$ cat config.mk
export PLATFORM = sky130hd
export DESIGN_NAME = ft2232h_fifo_arbiter
export DESIGN_NICKNAME = d
export VERILOG_FILES = /design/src/rtl/ft2232h_fifo_arbiter.sv
export SDC_FILE = /design/constraint.sdc
export NUM_CORES = 1
export LEC_CHECK = 0
export ABC_AREA = 1
export CAP_MARGIN = 0
export CORE_ASPECT_RATIO = 0.8
export CORE_MARGIN = 2
export CORE_UTILIZATION = 44
export CTS_CLUSTER_SIZE = 16
export DETAILED_ROUTE_END_ITERATION = 12
export HOLD_SLACK_MARGIN = 0.12
export PLACE_DENSITY = 0.88
export SYNTH_ARGS = -nofsm -noshare
export SYNTH_HDL_FRONTEND = slang
export SYNTH_SLANG_ARGS = --single-unit
export TNS_END_PERCENT = 20
$ cat constraint.sdc
create_clock -name clk_i -period 2.5 [get_ports clk_i]
set_clock_uncertainty 0.2 [all_clocks]
set_input_delay 0.5 -clock clk_i [delete_from_list [all_inputs] [get_ports clk_i]]
set_output_delay 0.5 -clock clk_i [all_outputs]
set_load 0.005 [all_outputs]
$ cat src/rtl/ft2232h_fifo_arbiter.sv
// Arbiter for the shared FT2232H synchronous-FIFO bus: alternates host reads and host writes.
// Optional byte statistics counters are built when FT_ARB_STATS_EN is defined.
module ft2232h_fifo_arbiter #(
  parameter int RX_BURST_MAX = 16,
  parameter int TX_BURST_MAX = 64,
  parameter int TURNAROUND   = 1
) (
  input  logic        clk_i,
  input  logic        rst_i,
  input  logic        rxf_i,
  input  logic        txe_i,
  input  logic [7:0]  data_i,
  output logic [7:0]  data_o,
  output logic        data_oe_o,
  output logic        oe_o,
  output logic        rd_o,
  output logic        wr_o,
  output logic [7:0]  rx_data_o,
  output logic        rx_valid_o,
  input  logic        rx_ready_i,
  input  logic [7:0]  tx_data_i,
  input  logic        tx_valid_i,
  output logic        tx_ready_o,
  output logic [2:0]  state_o,
  output logic [15:0] rx_count_o,
  output logic [15:0] tx_count_o
);

  typedef enum logic [2:0] {
    S_IDLE     = 3'd0,
    S_RX_OE    = 3'd1,
    S_RX_READ  = 3'd2,
    S_TX_WRITE = 3'd3,
    S_TURN     = 3'd4
  } state_t;

  localparam logic [7:0] RX_MAX    = 8'(RX_BURST_MAX);
  localparam logic [7:0] TX_MAX    = 8'(TX_BURST_MAX);
  localparam logic [3:0] TURN_LAST = 4'(TURNAROUND - 1);
  localparam logic       DIR_RX    = 1'b0;
  localparam logic       DIR_TX    = 1'b1;

  state_t      state_q, state_d;
  logic        last_dir_q, last_dir_d;
  logic [7:0]  cnt_q, cnt_d;
  logic [3:0]  turn_q, turn_d;
  logic [7:0]  rx_data_q, rx_data_d;
  logic        rx_valid_q, rx_valid_d;
  logic        rx_req, tx_req, rx_xfer, tx_xfer;

  // Handshakes: an RX byte moves on an edge where rd_o is low (rx_ready_i promised room
  // for it); a TX byte is consumed on an edge where tx_ready_o is high (= wr_o low).
  always_comb begin
    rx_req     = !rxf_i && rx_ready_i;
    tx_req     = !txe_i && tx_valid_i;
    rx_xfer    = (state_q == S_RX_READ) && rx_req && (cnt_q < RX_MAX);
    tx_xfer    = (state_q == S_TX_WRITE) && tx_req && (cnt_q < TX_MAX);
    state_d    = state_q;
    last_dir_d = last_dir_q;
    cnt_d      = cnt_q;
    turn_d     = turn_q;
    rx_data_d  = rx_xfer ? data_i : rx_data_q;
    rx_valid_d = rx_xfer;
    case (state_q)
      S_IDLE: begin
        cnt_d = '0;
        if (rx_req && (!tx_req || last_dir_q == DIR_TX)) state_d = S_RX_OE;
        else if (tx_req)                                  state_d = S_TX_WRITE;
      end
      S_RX_OE: state_d = S_RX_READ;
      S_RX_READ: begin
        if (rx_xfer) cnt_d = cnt_q + 8'd1;
        else begin
          state_d    = S_TURN;
          last_dir_d = DIR_RX;
          turn_d     = '0;
        end
      end
      S_TX_WRITE: begin
        if (tx_xfer) cnt_d = cnt_q + 8'd1;
        else begin
          state_d    = S_TURN;
          last_dir_d = DIR_TX;
          turn_d     = '0;
        end
      end
      S_TURN: begin
        if (turn_q == TURN_LAST) state_d = S_IDLE;
        else                     turn_d  = turn_q + 4'd1;
      end
      default: state_d = S_IDLE;
    endcase
  end

  always_ff @(posedge clk_i or posedge rst_i) begin
    if (rst_i) begin
      state_q    <= S_IDLE;
      last_dir_q <= DIR_TX;
      cnt_q      <= '0;
      turn_q     <= '0;
      rx_data_q  <= '0;
      rx_valid_q <= 1'b0;
    end else begin
      state_q    <= state_d;
      last_dir_q <= last_dir_d;
      cnt_q      <= cnt_d;
      turn_q     <= turn_d;
      rx_data_q  <= rx_data_d;
      rx_valid_q <= rx_valid_d;
    end
  end

  // Strobes are decoded straight from the registered state so reset releases the bus at once.
  assign oe_o       = !((state_q == S_RX_OE) || (state_q == S_RX_READ));
  assign rd_o       = !rx_xfer;
  assign wr_o       = !tx_xfer;
  assign tx_ready_o = tx_xfer;
  assign data_oe_o  = (state_q == S_TX_WRITE);
  assign data_o     = (state_q == S_TX_WRITE) ? tx_data_i : 8'h00;
  assign rx_data_o  = rx_data_q;
  assign rx_valid_o = rx_valid_q;
  assign state_o    = state_q;

`ifdef FT_ARB_STATS_EN
  logic [15:0] rx_count_q, rx_count_d, tx_count_q, tx_count_d;

  always_comb begin
    rx_count_d = rx_xfer ? rx_count_q + 16'd1 : rx_count_q;
    tx_count_d = tx_xfer ? tx_count_q + 16'd1 : tx_count_q;
  end

  always_ff @(posedge clk_i or posedge rst_i) begin
    if (rst_i) begin
      rx_count_q <= '0;
      tx_count_q <= '0;
    end else begin
      rx_count_q <= rx_count_d;
      tx_count_q <= tx_count_d;
    end
  end

  assign rx_count_o = rx_count_q;
  assign tx_count_o = tx_count_q;
`else
  assign rx_count_o = 16'h0000;
  assign tx_count_o = 16'h0000;
`endif

endmodule

==> results.txt <==
status = finished, final reports clean
final HPWL from detailed placement = 2610 um
Static Leak = 0.00116 uW
GRT overflow = 0
top cells by area, synth = dfrtp_1 (37%), buf_4 (15%), nand2_1 (10%)
DIE AREA = 0.00422 mm^2
Final Util = 61.2%
Final Cycle Share = 96.6%
Core Box Area = 0.00349 mm^2
initial DRC count = 68
DR pass1 iterations = 4
Design Power = 1670 uW
Startpoint Class = input pin
routed len/inst = 10.8 um
pin count of the biggest net entering global routing = 26
clk buf depth = 2
Placed Cells = 297
Syn Area/Cell = 7.93 um^2
post-place setup slack = -0.171 ns
Async S/R FF share, synth = 100%
row cnt = 19
Power Density = 779 mW/mm^2
Post-synth EDFFs = 0
critical path class = input pin to output pin
Yosys top cell area share = 36.8%
Syn-to-layout area delta = 30.9%
Port Buffers = 46
Max Transition Viols Final = 0
die span in y = 58.5 um
area of all placed cells without fillers = 0.00214 mm^2
CTS tree = built
WP data required = 1.80 ns
share of layout cells above drive strength 1 = 16.1%
min-delay worst type = register to register
met3 Use GR = 4.45%
initial antenna violation count = 0
Synth Warn # = 0
Via-to-Cell Ratio = 4.47
final setup violating endpoints = 0
worst-path maximum fanout = 3
io pins = 79
via count = 1355
placed cell area = 0.00205 mm^2
antenna-violating nets left = 0
initial core utilization = 46.8%
Distinct cells, synth = 29
Root Buffer Master = clkbuf_8
number of CTS-inserted buffers = 3
GR peak layer = met2
Post-layout nets = 287
crit path DAT = 1.71 ns
Main synth FF type = dfrtp_1
vias in the first global route = 1216
DRC Markers = 0
Mapped Cells = 206
unrepaired setup endpoints after global routing = no
first-pass GRT wire length = 5290 um
Routability Congestion = 0.860
#FFs+latches synth = 25
DRT Wirelength = 3280 um
Commonest cells post-synth = nand2_1 (44), buf_4 (32), inv_1 (29), dfrtp_1 (24), nor2_1 (17)
CTS H-Tree Depth = 1
gr usage total = 16.0%
Max-cap violations = 0
Final Non-Filler Cells = 303
Final Hold Vio Count = 0
DIE WIDTH = 72.1 um
diodes inserted = 0
Worst VDD drop = 467 uV
count leader, synth = nand2_1
met2 usage = 28.7%
sequential-to-total area share from yosys stat = 38.4%
clk sinks = 25
worst-skew pair later-pin latency = 0.27 ns
clock slew seen by the registers of the worst setup and hold paths = 0.09 ns
post-synth top area cell = dfrtp_1
min cycle time layout = 2.41 ns
met1 usage = 19.2%
FMAX = 414 MHz
CP endpoint kind = output pin
reg-to-reg setup timing slack = 0.71 ns
worst setup margin = 0.0850 ns
Cell Area, Synth = 0.00163 mm^2
worst max-delay path, cell delays in order:
cell and delay (ns):
clkdlybuf4s50_1 0.47, inv_2 0.04, nand2_2 0.06, inv_2 0.05
nand3_4 0.08, clkdlybuf4s50_1 0.51
state kept, by name (all words and copies together), names as in the netlist:
signal and flops:
turn_q 4, rx_data_o 8, cnt_q 8, last_dir_q 1, rx_valid_o 1, state_o 3
kinds of logic (layout without fill, tap and decap cells):
logic type,after synthesis,after routing,synth area share [%]
flops,25,25,38.4
other cells,1,32,0.229
fa+ha+maj,3,3,2.30
compound gates,16,16,6.28
simple gates,95,95,28.9
xor+xnor,3,3,1.61
buf+inv,63,87,22.3
routing by layer:
metal / part of all wire, % / vias to the layer above
li1: - / 678
met2: 51 / 38
met1: 42 / 635
met3: 5.7 / 4
met4: 0.89 / 0
met5: 0 / -
placed cells by master (no fill, tap or decap), types with 5 or more instances in the layout:
master,count
clkdlybuf4s50_1,40
buf_4,7
nor2_1,16
inv_1,25
inv_2,5
nand2_1,43
conb_1,32
dfrtp_1,23
nand2_2,10
o21ai_1,5
nand3_1,12
area by class of cell:
type	count	area (um^2)
sequential	25	628
clock inverter	1	8.76
clock buffer	3	41.3
multi-input combinational	149	774
fill	304	1360
timing repair buffer	53	520
tap	42	52.6
inverter	30	113
report_power, final:
part / switching [uW] / internal (uW)
combinational: 414 / 391
clock: 137 / 117
sequential: 87.9 / 519
total: 639 / 1030
final timing paths:
path / startpoint / endpoint / cells after the start
worst max register to register: cnt_q[5]$_DFFE_PP0P_ / cnt_q[4]$_DFFE_PP0P_ / 7
max in group asynchronous: rst_i / last_dir_q$_DFFE_PP1P_ / 3
min in group asynchronous: rst_i / rx_valid_o$_DFF_PP0_ / 3
worst max-delay path: txe_i / wr_o / 6
worst min-delay path: rx_data_o[6]$_DFFE_PP0P_ / rx_data_o[6]$_DFFE_PP0P_ / 2
worst min register to register: rx_data_o[6]$_DFFE_PP0P_ / rx_data_o[6]$_DFFE_PP0P_ / 2
per-stage QoR:
step	TNS, ns	hold slack, ns
3_3_place_gp	-0.143	0.255
4_1_cts	-0.00577	0.281
5_1_grt	0	0.314
2_1_floorplan	0	0.260
3_5_place_dp	-0.200	0.258
6_report	0	0.278
what timing repair did:
action	CTS	global route
hold endpoints to repair	0	0
resized for setup	7	8
cloned	0	0
buffers inserted	1	1
hold buffers	0	0
endpoints found under the setup margin	11	10
pin swaps	1	1
No activity file was read; power rests on OpenSTA's default activity.
==> RTL edit 1 (config.mk and constraints unchanged) <==
The option `FT_ARB_STATS_EN` is turned on by a define.
--- a/src/rtl/ft2232h_fifo_arbiter.sv
+++ b/src/rtl/ft2232h_fifo_arbiter.sv
@@ -2,2 +2,4 @@
 // Optional byte statistics counters are built when FT_ARB_STATS_EN is defined.
+`define FT_ARB_STATS_EN
+
 module ft2232h_fifo_arbiter #(
Check against the original RTL: not equivalent (Yosys sat finds a counterexample within 4 cycles, from zero or initial values and one cycle with rst_i high).
==> RTL edit 1 against the unedited design <==
Final area up 100%; total power up 99%; sequential share of layout area up 3.8 points; cell count up 97%; global-route usage up 3.6 points; wire length up 130%; area after synthesis up 88%; hold slack worse by 0.0049 ns; sequential cell count up 32; setup slack worse by 0.019 ns; critical path type is now flop to primary output; critical endpoint is now data_o[5].
==> RTL edit 1: results <==
{
  "status": "finished, final reports clean",
  "cts_resized": 12,
  "p_leak_nw": 2.07,
  "synth_nets": 429,
  "max_stage_delay_ns": 0.51,
  "fillers": 569,
  "hold_path_startpoint": "rx_data_o[0]",
  "place_area_um2": 4010,
  "port_buffers": 78,
  "clk_latency_ns": 0.34,
  "crit_start": "state_o[1]",
  "antenna_cells": 0,
  "clkTransAtPathRegs_ns": 0.07,
  "slew_headroom": 0.702,
  "dp_hpwl_um": 5350,
  "hold_slack_ns": 0.274,
  "ys.flop_type": "dfrtp_1",
  "cts_hold_buf": 0,
  "rr_startpoint": "state_o[2]",
  "rr_worst_depth": 9,
  "h-tree-depth": 3,
  "finalNetCount": 532,
  "reg2reg_to": "cnt_q[4]",
  "cts-root-buf": "clkbuf_8",
  "ir_drop_uv": 455,
  "grt_max_degree": 22,
  "ys_types": 28,
  "postCtsSetupBuffers": 4,
  "synthAdderAreaFrac": 0.0204,
  "via_count": 2904,
  "cp_slowest_cell": "clkdlybuf4s50_1",
  "ys_top_cells_by_area": "dfrtp_1 46%, nand2_1 17%, nor2_1 6.0%",
  "grt_pass1_wl_um": 12200,
  "dpl_worst_slack_ns": -0.202,
  "synth_mux_area_frac": 0,
  "synth_compound_area_frac": 0.0558,
  "yosysWarnings": 0,
  "arrival_ns": 1.73,
  "wl_per_cell_um": 12.4,
  "async_flop_share": 1.00,
  "cts_buffers": 9,
  "cp-endpoint": "data_o[5]",
  "finalCritPeriodShare": 0.974,
  "drt-initial-drc-count": 91,
  "r2r_slack_ns": 0.51,
  "synth_commonest_cells": "139 x nand2_1, 56 x dfrtp_1, 49 x nor2_1",
  "grt_use_total": 0.196,
  "grt_antenna_before_repair": 0,
  "critPathTopFamily": "buffers and inverters",
  "seq_area_frac_synth": 0.465,
  "grt_pass1_vias": 2743,
  "hold_end": "rx_data_o[0]",
  "synth_xor_area_frac": 0.0570,
  "drive_gt1_frac": 0.137,
  "gp_congestion": 0.841,
  "clockBufferDepth": 2,
  "path_max_fanout": 8
}
RTL edit 1: where the power goes:
group | switching, mW | leakage, nW | internal (mW) | total (mW)
logic | 0.557 | 1.20 | 0.618 | 1.18
clock network | 0.368 | 0.102 | 0.465 | 0.833
registers | 0.186 | 0.761 | 1.11 | 1.30
RTL edit 1: final cells by class:
class	count	area share
clock buffer	14	0.0424
clock inverter	2	0.00232
inverter	47	0.0410
multi-input combinational	294	0.343
sequential	57	0.332
tap	87	0.0253
timing repair buffer	96	0.215
RTL edit 1: per-stage QoR:
stage / utilization / std cells
floorplan: - / 402
global placement: 0.588 / 574
detailed placement: 0.588 / 574
CTS: 0.625 / 594
global route: 0.631 / 597
finish: 0.631 / 597
RTL edit 1: routing by layer:
metal,track usage,share of wire
met4,0.0667,0.014
met3,0.0590,0.047
met2,0.325,0.47
met1,0.249,0.46
met5,0,0
==> RTL edit 2 (same settings) <==
Made on the original files. Take the reset off `rx_data_q` and load it in a clocked block of its own.
--- a/src/rtl/ft2232h_fifo_arbiter.sv
+++ b/src/rtl/ft2232h_fifo_arbiter.sv
@@ -100,3 +100,2 @@
       turn_q     <= '0;
-      rx_data_q  <= '0;
       rx_valid_q <= 1'b0;
@@ -107,5 +106,8 @@
       turn_q     <= turn_d;
-      rx_data_q  <= rx_data_d;
       rx_valid_q <= rx_valid_d;
     end
+  end
+
+  always_ff @(posedge clk_i) begin
+    rx_data_q <= rx_data_d;
   end
Function: differs if rst_i is asserted again (counterexample within 4 cycles, from zero or initial values and one cycle with rst_i high); with rst_i held inactive, the same outputs for 10 cycles.
==> RTL edit 2 against the unedited design <==
The run now ends with negative setup slack left; core utilization down 1.3 points; via count down 11%; final area down 3.5%; sequential cell count unchanged; wire length up 1.5%; total power down 13%; area after synthesis down 2.7%; first-iteration DRC count up 2.9%; count of clock-buffer cells in the layout up 1; setup slack worse by 0.10 ns; sequential share of layout area up 3.0 points; largest cell class unchanged.
==> RTL edit 2: results <==
{
  "via_count": 1211,
  "port_buffers": 46,
  "grtUsageMet1": 0.199,
  "r2r_slack_ns": 0.61,
  "violations": "negative setup slack",
  "wl_met2_um": 1680,
  "fillers": 295,
  "gp_congestion": 0.801,
  "ys_top_cells_by_area": "dfrtp_1 25%, buf_4 15%, edfxtp_1 15%",
  "ir_drop_uv": 755,
  "antenna_cells": 0,
  "finalNetCount": 263,
  "power.density_nw_per_um2": 705,
  "grt_pass1_wl_um": 5240,
  "gr-usage-met2": 0.298,
  "wl_met3_um": 271,
  "rr_worst_depth": 6,
  "synth_edf_count": 8,
  "p_comb_frac": 0.469,
  "final_cells": 279,
  "worst_slack_ns": -0.0193,
  "grt_use_total": 0.165,
  "dr.max_layer_used": "met4",
  "finalSetupViolCount": 6,
  "status": "complete, but fails checks",
  "grt_max_degree": 18,
  "wl_per_cell_um": 11.9,
  "dpl_worst_slack_ns": -0.0279,
  "path_max_fanout": 8,
  "drt-initial-drc-count": 70,
  "wirelength_met1_um": 1340,
  "ant_nets": 0,
  "clk_latency_ns": 0.27,
  "intPower_uw": 899,
  "final_common_cell": "clkdlybuf4s50_1",
  "arrival_ns": 1.82,
  "async_flop_share": 0.680,
  "h-tree-depth": 1,
  "postSynthAreaPerCell_um2": 8.64,
  "place_inst": 272,
  "drive_gt1_frac": 0.156,
  "cp_slowest_cell": "clkdlybuf4s50_1",
  "hold_slack_ns": 0.282,
  "critPathTopFamily": "buffers and inverters",
  "worstMarginPinSlew_ns": 0.660,
  "clock_power_uw": 237,
  "synth_commonest_cells": "32 x buf_4, 29 x nand2_1, 26 x inv_1",
  "dp_hpwl_um": 2620,
  "grt_pass1_vias": 1131,
  "seq_area_frac_synth": 0.419,
  "p_leak_nw": 1.04,
  "use_met3": 0.0470
}
RTL edit 2: cell types whose count changed after synthesis, sizes merged:
cell    unedited run  this run
a21boi             0         1
dfrtp             24        16
a21oi              2         1
o22ai              2         0
or2                1         3
nand3             15        14
inv               30        28
o21ai             10        12
nand4              1         2
edfxtp             0         8
a21o               1         0
xor2               2         1
nand2             54        36
nor2              21        19
RTL edit 2: metrics by stage:
step	util	area (um2)	TNS [ns]
floorplan	-	1710	0
global placement	0.575	1980	0
detailed placement	0.575	1980	-0.0279
CTS	0.588	2030	-0.0836
global route	0.599	2060	-0.995
finish	0.599	2060	-0.0607
RTL edit 2: logic make-up (layout without fill, tap and decap cells):
| logic type | count (synthesis) | after routing | share of synthesized area |
|---|---|---|---|
| fa+ha+maj | 3 | 3 | 0.0236 |
| simple gates | 77 | 77 | 0.253 |
| flops | 25 | 25 | 0.419 |
| xor+xnor | 2 | 2 | 0.0110 |
| compound gates | 15 | 15 | 0.0669 |
| other cells | 1 | 32 | 0.00236 |
| buf+inv | 61 | 83 | 0.224 |
RTL edit 2: layout make-up:
class                           instances  area [um2]  area share
Timing Repair Buffer                   51         502       0.243
Tap cell                               42        52.6      0.0255
Inverter                               28         109      0.0527
Clock buffer                            4        45.0      0.0218
Multi-Input combinational cell        129         688       0.333
Sequential cell                        25         668       0.324
RTL edit 2: final timing paths:
kind	from	endpoint
max	state_o[2]	data_o[2]
min	last_dir_q	last_dir_q
max reg2reg	state_o[2]	rx_data_o[1]
min reg2reg	last_dir_q	last_dir_q
max in group asynchronous	rst_i	state_o[1]
min in group asynchronous	rst_i	cnt_q[1]
RTL edit 2: repair_timing:
| item | CTS | global route |
|---|---|---|
| endpoints found under the setup margin | 10 | 11 |
| buffers inserted | 0 | 3 |
| gates resized for setup | 3 | 5 |
| hold endpoints to repair | 0 | 0 |
